`config.mk`:
```
export PLATFORM = sky130hd
export DESIGN_NAME = uart_rx_deser
export DESIGN_NICKNAME = d
export VERILOG_FILES = /design/src/rtl/uart_rx_deser.sv
export SDC_FILE = /design/constraint.sdc
export NUM_CORES = 1
export LEC_CHECK = 0
export CAP_MARGIN = 40
export CORE_MARGIN = 2
export CORE_UTILIZATION = 39
export DETAILED_ROUTE_END_ITERATION = 10
export PLACE_DENSITY = 0.68
export SETUP_SLACK_MARGIN = 0.05
export SYNTH_ARGS = -nofsm -noshare
export SYNTH_HDL_FRONTEND = slang
export SYNTH_SLANG_ARGS = --single-unit
export TNS_END_PERCENT = 30
```
`constraint.sdc`:
```
create_clock -name clk -period 3.4 [get_ports clk]
set_clock_uncertainty 0.15 [all_clocks]
set_input_delay 0.34 -clock clk [delete_from_list [all_inputs] [get_ports clk]]
set_output_delay 0.34 -clock clk [all_outputs]
set_load 0.03 [all_outputs]
```
`src/rtl/uart_rx_deser.sv`:
```
// uart_rx_deser: oversampling UART receive deserializer.
// rxd is synchronized, sampled once per bit at the mid-bit oversample tick, and
// assembled LSB first. Received bytes wait in a one-entry holding register that
// is read over a valid/ready handshake. Framing, overrun and parity errors are
// reported as single-clock pulses.
// Optional feature macro: UART_RX_PARITY_EN adds a parity bit checked against PARITY_ODD.
// Without the macro there is no PARITY state and rx_parity_err is tied 0.
module uart_rx_deser #(
   parameter int SYNC_STAGES = 2,
   parameter int OVERSAMPLE  = 16,
   parameter int DATA_BITS   = 8,
   parameter int PARITY_ODD  = 0
) (
   input  logic                 clk,
   input  logic                 rst,
   input  logic [15:0]          baud_div,
   input  logic                 rx_en,
   input  logic                 rxd,
   output logic [DATA_BITS-1:0] rx_data,
   output logic                 rx_valid,
   input  logic                 rx_ready,
   output logic                 rx_busy,
   output logic                 rx_frame_err,
   output logic                 rx_overrun,
   output logic                 rx_parity_err
);

   localparam int SAMP_W = $clog2(OVERSAMPLE);
   localparam int BIT_W  = $clog2(DATA_BITS);
   localparam logic [SAMP_W-1:0] SAMP_MID  = SAMP_W'(OVERSAMPLE/2 - 1);
   localparam logic [SAMP_W-1:0] SAMP_LAST = SAMP_W'(OVERSAMPLE - 1);
   localparam logic [BIT_W-1:0]  BIT_LAST  = BIT_W'(DATA_BITS - 1);

   localparam logic [2:0] S_IDLE   = 3'd0;
   localparam logic [2:0] S_START  = 3'd1;
   localparam logic [2:0] S_DATA   = 3'd2;
`ifdef UART_RX_PARITY_EN
   localparam logic [2:0] S_PARITY = 3'd3;
`endif
   localparam logic [2:0] S_STOP   = 3'd4;
   localparam logic [2:0] S_BREAK  = 3'd5;

   logic [SYNC_STAGES-1:0] r_sync;
   logic [15:0]            r_tick_cnt;
   logic [15:0]            r_div_lat;
   logic [SAMP_W-1:0]      r_samp_cnt;
   logic [BIT_W-1:0]       r_bit_cnt;
   logic [2:0]             r_state;
   logic [DATA_BITS-1:0]   r_shift;
   logic [DATA_BITS-1:0]   r_data;
   logic                   r_valid;
   logic                   r_frame_err;
   logic                   r_overrun;

   logic w_rxs;
   logic w_tick;
   logic w_mid;

   assign w_rxs  = r_sync[SYNC_STAGES-1];
   assign w_tick = (r_state != S_IDLE) && (r_tick_cnt == r_div_lat);
   // The start bit is sampled half a bit in; every later bit a full bit after the previous one.
   assign w_mid  = w_tick && (r_samp_cnt == ((r_state == S_START) ? SAMP_MID : SAMP_LAST));

   // Synchronize the asynchronous rxd pin; flops reset to the idle-high line level.
   always_ff @(posedge clk or posedge rst) begin
      // NOTE: sequential state always uses non-blocking (<=) so every flop sees pre-edge values.
      if (rst) r_sync <= '1;
      else     r_sync <= {r_sync[SYNC_STAGES-2:0], rxd};
   end

   // Oversample tick divider; held at 0 while idle, divisor latched at each wrap.
   always_ff @(posedge clk or posedge rst) begin
      if (rst) begin
         r_tick_cnt <= '0;
         r_div_lat  <= '0;
      end else if (r_state == S_IDLE || w_tick) begin
         r_tick_cnt <= '0;
         r_div_lat  <= baud_div;
      end else begin
         r_tick_cnt <= r_tick_cnt + 16'd1;
      end
   end

   // Ticks within the current bit; restarts at every sample point.
   always_ff @(posedge clk or posedge rst) begin
      if (rst)                   r_samp_cnt <= '0;
      else if (r_state == S_IDLE) r_samp_cnt <= '0;
      else if (w_mid)            r_samp_cnt <= '0;
      else if (w_tick)           r_samp_cnt <= r_samp_cnt + 1'b1;
   end

`ifdef UART_RX_PARITY_EN
   logic r_par_bad;
   logic r_parity_err;
   assign rx_parity_err = r_parity_err;
`else
   assign rx_parity_err = 1'b0;
`endif

   // Frame state machine, holding register and error pulses.
   always_ff @(posedge clk or posedge rst) begin
      if (rst) begin
         r_state     <= S_IDLE;
         r_bit_cnt   <= '0;
         r_shift     <= '0;
         r_data      <= '0;
         r_valid     <= 1'b0;
         r_frame_err <= 1'b0;
         r_overrun   <= 1'b0;
`ifdef UART_RX_PARITY_EN
         r_par_bad    <= 1'b0;
         r_parity_err <= 1'b0;
`endif
      end else begin
         r_frame_err <= 1'b0;
         r_overrun   <= 1'b0;
`ifdef UART_RX_PARITY_EN
         r_parity_err <= 1'b0;
`endif
         // Consumer takes the byte; a delivery below in the same cycle overrides this.
         if (r_valid && rx_ready) r_valid <= 1'b0;

         if (!rx_en) begin
            r_state <= S_IDLE;
         end else begin
            case (r_state)
               S_IDLE: begin
                  if (!w_rxs) r_state <= S_START;
               end
               S_START: begin
                  if (w_mid) begin
                     r_bit_cnt <= '0;
                     r_state   <= w_rxs ? S_IDLE : S_DATA;
                  end
               end
               S_DATA: begin
                  if (w_mid) begin
                     r_shift   <= {w_rxs, r_shift[DATA_BITS-1:1]};
                     r_bit_cnt <= r_bit_cnt + 1'b1;
                     if (r_bit_cnt == BIT_LAST) begin
`ifdef UART_RX_PARITY_EN
                        r_state <= S_PARITY;
`else
                        r_state <= S_STOP;
`endif
                     end
                  end
               end
`ifdef UART_RX_PARITY_EN
               S_PARITY: begin
                  if (w_mid) begin
                     r_par_bad <= ((^r_shift) ^ w_rxs) != PARITY_ODD[0];
                     r_state   <= S_STOP;
                  end
               end
`endif
               S_STOP: begin
                  if (w_mid) begin
                     if (w_rxs) begin
                        r_state <= S_IDLE;
                        if (!r_valid || rx_ready) begin
                           r_data  <= r_shift;
                           r_valid <= 1'b1;
                        end else begin
                           r_overrun <= 1'b1;
                        end
`ifdef UART_RX_PARITY_EN
                        r_parity_err <= r_par_bad;
`endif
                     end else begin
                        r_frame_err <= 1'b1;
                        r_state     <= S_BREAK;
                     end
                  end
               end
               S_BREAK: begin
                  if (w_rxs) r_state <= S_IDLE;
               end
               default: r_state <= S_IDLE;
            endcase
         end
      end
   end

   assign rx_data      = r_data;
   assign rx_valid     = r_valid;
   assign rx_busy      = (r_state != S_IDLE);
   assign rx_frame_err = r_frame_err;
   assign rx_overrun   = r_overrun;

endmodule

```
After elaboration in Yosys (flattened, before gate mapping)
Cells that the tools add are included.
{"block": "word_totals", "output_inout_bits": 13, "memories": 0, "ramBits": 0, "romBits": 0, "latchBits": 0, "reg_bits": 63}
{"block": "classes", "n_div": 0, "n_eq_ne": 15, "n_bitwise": 0, "shifts": 0, "reduce_logical": 14, "order_cmp": 0, "mul": 0, "mux": 33, "addsub": 3}
{"cell": "$mux 3", "count": 10}
{"cell": "$ne 3x3->1 const B", "count": 6}
{"cell": "$add 16x1->16 const B", "count": 1}
{"cell": "$eq 16x16->1", "count": 1}
{"cell": "$mux 16", "count": 1}
{"cell": "$mux 4", "count": 4}
{"cell": "$mux 1", "count": 15}
{"cell": "$pmux 3 s5", "count": 1}
{"cell": "$eq 3x3->1 const B", "count": 3}
{"cell": "$pmux 3 s2", "count": 1}
{"cell": "$reduce_and 6->1", "count": 1}
{"cell": "$reduce_bool 3->1", "count": 2}
{"cell": "$reduce_and 5->1", "count": 1}
{"cell": "$add 4x1->4 const B", "count": 1}
{"cell": "$eq 4x4->1", "count": 1}
{"cell": "$ne 2x2->1 const B", "count": 2}
{"cell": "$reduce_and 4->1", "count": 1}
{"cell": "$add 3x1->3 const B", "count": 1}
{"cell": "$eq 3x1->1 const B", "count": 1}
{"cell": "$eq 3x2->1 const B", "count": 1}
{"cell": "$logic_and 1x1->1", "count": 3}
{"cell": "$logic_not 3->1", "count": 1}
{"cell": "$reduce_and 3->1", "count": 1}
{"cell": "$logic_or 1x1->1", "count": 2}
{"cell": "other kinds (3)", "count": 3}

Longest topological paths before layout
{"block": "depth", "ltp_word": 7, "mapped_depth": 8}

Least setup slack after synthesis
No wires, ideal clock.
{"block": "synth_path", "kind": "reg2reg", "from": "reg r_state[1]", "to": "reg r_data[0] (netlist: rx_data[0])", "n_path_buf": 1, "synth_period_minus_slack_ns": 2.246, "setup_slack_ns": 1.154, "t_required_ns": 3.125, "path_stages_with_launch": 6, "arrival_ns": 1.972, "path_cell_list": "dfrtp_1 > buf_6 > nand2b_1 > or3_2 > nor4b_4 > mux2_2"}
{"block": "synth_via", "elab_chain_len": 5}
{"item": "from (decl)", "line_no": "48", "rtl": "logic [2:0] r_state;"}
{"item": "from (signal assigned)", "line_no": "133", "rtl": "r_state <= w_rxs ? S_IDLE : S_DATA;"}
{"item": "$eq 3x1->1", "line_no": "62", "rtl": "assign w_mid = w_tick && (r_samp_cnt == ((r_state == S_START) ? SAMP_MID : SAMP_LAST));"}
{"item": "$mux 4", "line_no": "62"}
{"item": "$eq 4x4->1", "line_no": "62"}
{"item": "$logic_and 1x1->1", "line_no": "62"}
{"item": "$reduce_and 5->1 (no source line) (*)"}
{"item": "to (signal assigned)", "line_no": "162", "rtl": "r_data <= r_shift;"}
{"item": "to (decl)", "line_no": "50", "rtl": "logic [DATA_BITS-1:0] r_data;"}
Mark *: on every way between the ends. The rest lies on a longest branch, timed or not.
A chain may end at the register's enable or synchronous reset.

Worst setup path after layout
{"block": "layout_path", "from": "reg r_tick_cnt[11]", "to": "reg r_shift[2]"}
{"block": "layout_via", "elab_chain_len": 4}
{"item": "from (decl)", "line_no": "44", "rtl": "logic [15:0] r_tick_cnt;"}
{"item": "from (signal assigned)", "line_no": "80", "rtl": "r_tick_cnt <= r_tick_cnt + 16'd1;"}
{"item": "$eq 16x16->1", "line_no": "60", "rtl": "assign w_tick = (r_state != S_IDLE) && (r_tick_cnt == r_div_lat);"}
{"item": "$logic_and 1x1->1", "line_no": "60"}
{"item": "$logic_and 1x1->1", "line_no": "62"}
{"item": "$reduce_and 3->1 (no source line)"}
{"item": "to (signal assigned)", "line_no": "138", "rtl": "r_shift <= {w_rxs, r_shift[DATA_BITS-1:1]};"}
{"item": "to (decl)", "line_no": "49", "rtl": "logic [DATA_BITS-1:0] r_shift;"}
No other way between the ends.

==> impl_metrics.tcl <==
set metrics [dict create \
    status "finished, final reports clean" \
    worstPathCellList "xor2_1 -> nor4_1 -> nand4_1 -> buf_4 -> nor3_1 -> buf_4 -> mux2_2" \
    setup_tns_ps 0 \
    syn2layout_area_growth_pct 22.9 \
    worst_pin_slew_ps 536 \
    crit_slowest_cell "dfrtp_1" \
    nFillCells 681 \
    synth_compound_area_frac 0.0395 \
    crit_top_cell "buf_4" \
    antennaDiodeCount 0 \
    yosys.area_share.simple 0.148 \
    mostFrequentLayoutCell "dfrtp_1" \
    required_ps 3470 \
    intPower_w 0.00143 \
    clockBufferDepth 2 \
    cts_tree "built" \
    avgSynthCellArea_um2 11.6 \
    seq_area_um2 1580 \
    cts_buffers 9 \
    max_freq_mhz 391 \
    insertion_delay_ps 330 \
    cpPeakStageDelay_ps 440 \
    postCtsSetupBuffers 0 \
    ant_nets 0 \
    setup_viol 0 \
    core_um2 7290 \
    synthMuxAreaShare 0.130 \
    hold_viol 0 \
    arrival_ps 2630 \
    dieArea_um2 8270 \
    grt_pass1_wl_um 9140 \
    synth_area_um2 2950 \
    wl_per_cell_um 13.4 \
    maxSlewHeadroom 0.641 \
    swShare 0.237 \
    rsz0062_at_grt "false" \
    critical_path.top_delay_family "simple AND/OR/NAND/NOR gates" \
    maxCapViolations 0 \
    place_ws_ps 656 \
    synth_area_leaders "dfrtp_1 52%, mux2_2 13%, xor2_1 6.2%" \
    finalWorstSetupSlack_ps 840 \
    grt_use_total 0.140 \
    crit_path_start_kind "flop" \
    async_reset_ff_frac 1.00 \
    cp-end-kind "flop" \
    syn_nets 278 \
    synth_cell_types 39 \
    clkPwrFrac 0.423 \
    ir_worst_vdd_mv 0.233 \
    antenna_found_initial 0 \
    reg2reg_depth 7 \
    synth_edf_count 0 \
    vias 1950 \
    drt_iter0_markers 82 \
    rows 31 \
    postSynthCellCount 253 \
    min_period_over_period 0.753 \
    post_cts_resize_count 0 \
    drt-total-wl_um 5320 \
    pwr-share-seq 0.458 \
    synth_fa_ha_area_frac 0.0170 \
    final-max-slew-violation-count 0 \
    clock-sinks 63 \
    die_h_um 90.9 \
    gp_congestion 0.867 \
    start_util 0.404 \
    path_class "reg -> reg" \
    synth_top_family_by_area "simple AND/OR/NAND/NOR gates" \
    synthXorXnorAreaFrac 0.0951 \
    drive_gt1_frac 0.219 \
    cp_max_fo 11 \
    cts_root_buf "clkbuf_8" \
    p_leak_nw 1.60 \
    mostFrequentLayoutCells "61 x dfrtp_1, 33 x mux2_2, 32 x clkdlybuf4s50_1, 22 x nor2_1, 21 x xor2_1" \
    port_buffers 32 \
    synth-main-ff-cell "dfrtp_1" \
    final.min_clock_period_ps 2560 \
    hp-class "in -> async" \
    grt_max_degree 25 \
    power_density_nw_per_um2 516 \
    vias_per_cell 4.92 \
    synth_seq_area_share 0.536 \
    dp_hpwl_um 3890 \
    overflow 0 \
    synth_warnings 0 \
    ctsHoldBuffers 0 \
    power.net_switching_w 0.000444 \
    nets 317 \
    yosysTopAreaCell "dfrtp_1" \
    cp_num_buf_inv 2 \
    drc 0 \
    firstDrtPassIters 4 \
    yosysTopAreaCellShare 0.518 \
    crit_cells 7 \
    multi_input_area_um2 1270 \
    die_x_um 90.9 \
    power_frac_comb 0.119 \
    path_clk_slew_ps 70 \
    htreeDepth 3 \
    ios 34 \
    ys_seq_elements 63 \
    grt_pass1_vias 1900 \
]
[cell families after synthesis]
group,count (synthesis)
AND/OR/NAND/NOR,81
flip-flops,63
multiplexers,34
XOR/XNOR,32
buffers and inverters,20
AO/OA/AOI/OAI,18
adder cells (fa/ha/maj),4
other,1
[worst paths after layout]
check                                    start             end  slack, ps
worst max-delay path            r_tick_cnt[11]      r_shift[2]        840
worst min-delay path                       rst    r_bit_cnt[1]        200
worst max register to register  r_tick_cnt[11]      r_shift[2]        840
worst min register to register       r_sync[0]       r_sync[1]        210
max in group asynchronous                  rst  r_tick_cnt[10]       2210
min in group clk                     r_sync[0]       r_sync[1]        210
[worst register-to-register path, cell delays in order, from the launching register on]
cell and delay [ps]:
dfrtp_1 440, xor2_1 160, nor4_1 430, nand4_1 270, buf_4 250, nor3_1 180
buf_4 220, mux2_2 350
[synthesized netlist by cell type (2+ instances only)]
cell type,count
dfrtp_1,61
nand2_1,10
a31oi_1,2
nand2b_1,3
xor2_1,21
dfstp_2,2
clkbuf_1,3
mux2_2,33
nor4_1,6
ha_1,4
a22o_1,2
a211oi_1,2
inv_1,9
buf_6,2
buf_2,5
xnor2_1,11
and3_1,5
nand3_1,10
nand4_1,3
a21oi_1,5
and2_1,2
nor2_1,22
o21ai_0,4
or3_1,2
nor3_1,10
[layout make-up]
| class | instances | area share |
|---|---|---|
| Sequential cell | 63 | 0.436 |
| Clock buffer | 10 | 0.0380 |
| Clock inverter | 6 | 0.0297 |
| Inverter | 9 | 0.00933 |
| Timing Repair Buffer | 39 | 0.103 |
| Multi-Input combinational cell | 170 | 0.350 |
| Tap cell | 99 | 0.0342 |
[through the flow]
stage               hold WS (ps)  area [um^2]  utilization  total power [W]  std cells
floorplan                    194         2950            -          0.00102        253
global placement             198         3380        0.463          0.00109        380
detailed placement           198         3380        0.463          0.00109        380
CTS                          202         3620        0.497          0.00189        396
global route                 219         3620        0.497          0.00196        396
finish                       197         3620        0.497          0.00187        396
[power groups by stage]
stage / Combinational (W) / Sequential [W] / Clock, W
finish: 0.000222 / 0.000856 / 0.000791
detailed placement: 0.000225 / 0.000870 / 0
floorplan: 0.000167 / 0.000850 / 0
global route: 0.000249 / 0.000866 / 0.000841
global placement: 0.000221 / 0.000869 / 0
CTS: 0.000226 / 0.000857 / 0.000810
[flip-flops by register name, summed over array words and instances (netlist names)]
name	cells
rx_overrun	1
rx_frame_err	1
rx_valid	1
r_shift	8
r_sync	2
r_tick_cnt	16
r_state	3
r_samp_cnt	4
r_div_lat	16
r_bit_cnt	3
rx_data	8
[metal layers]
layer  track usage  wire length, um  part of all wire
met5             0                0                 0
met1         0.200             2650              0.50
met3        0.0334              269             0.051
met4        0.0770              123             0.023
met2         0.195             2280              0.43
No activity file was read; power rests on OpenSTA's default activity.
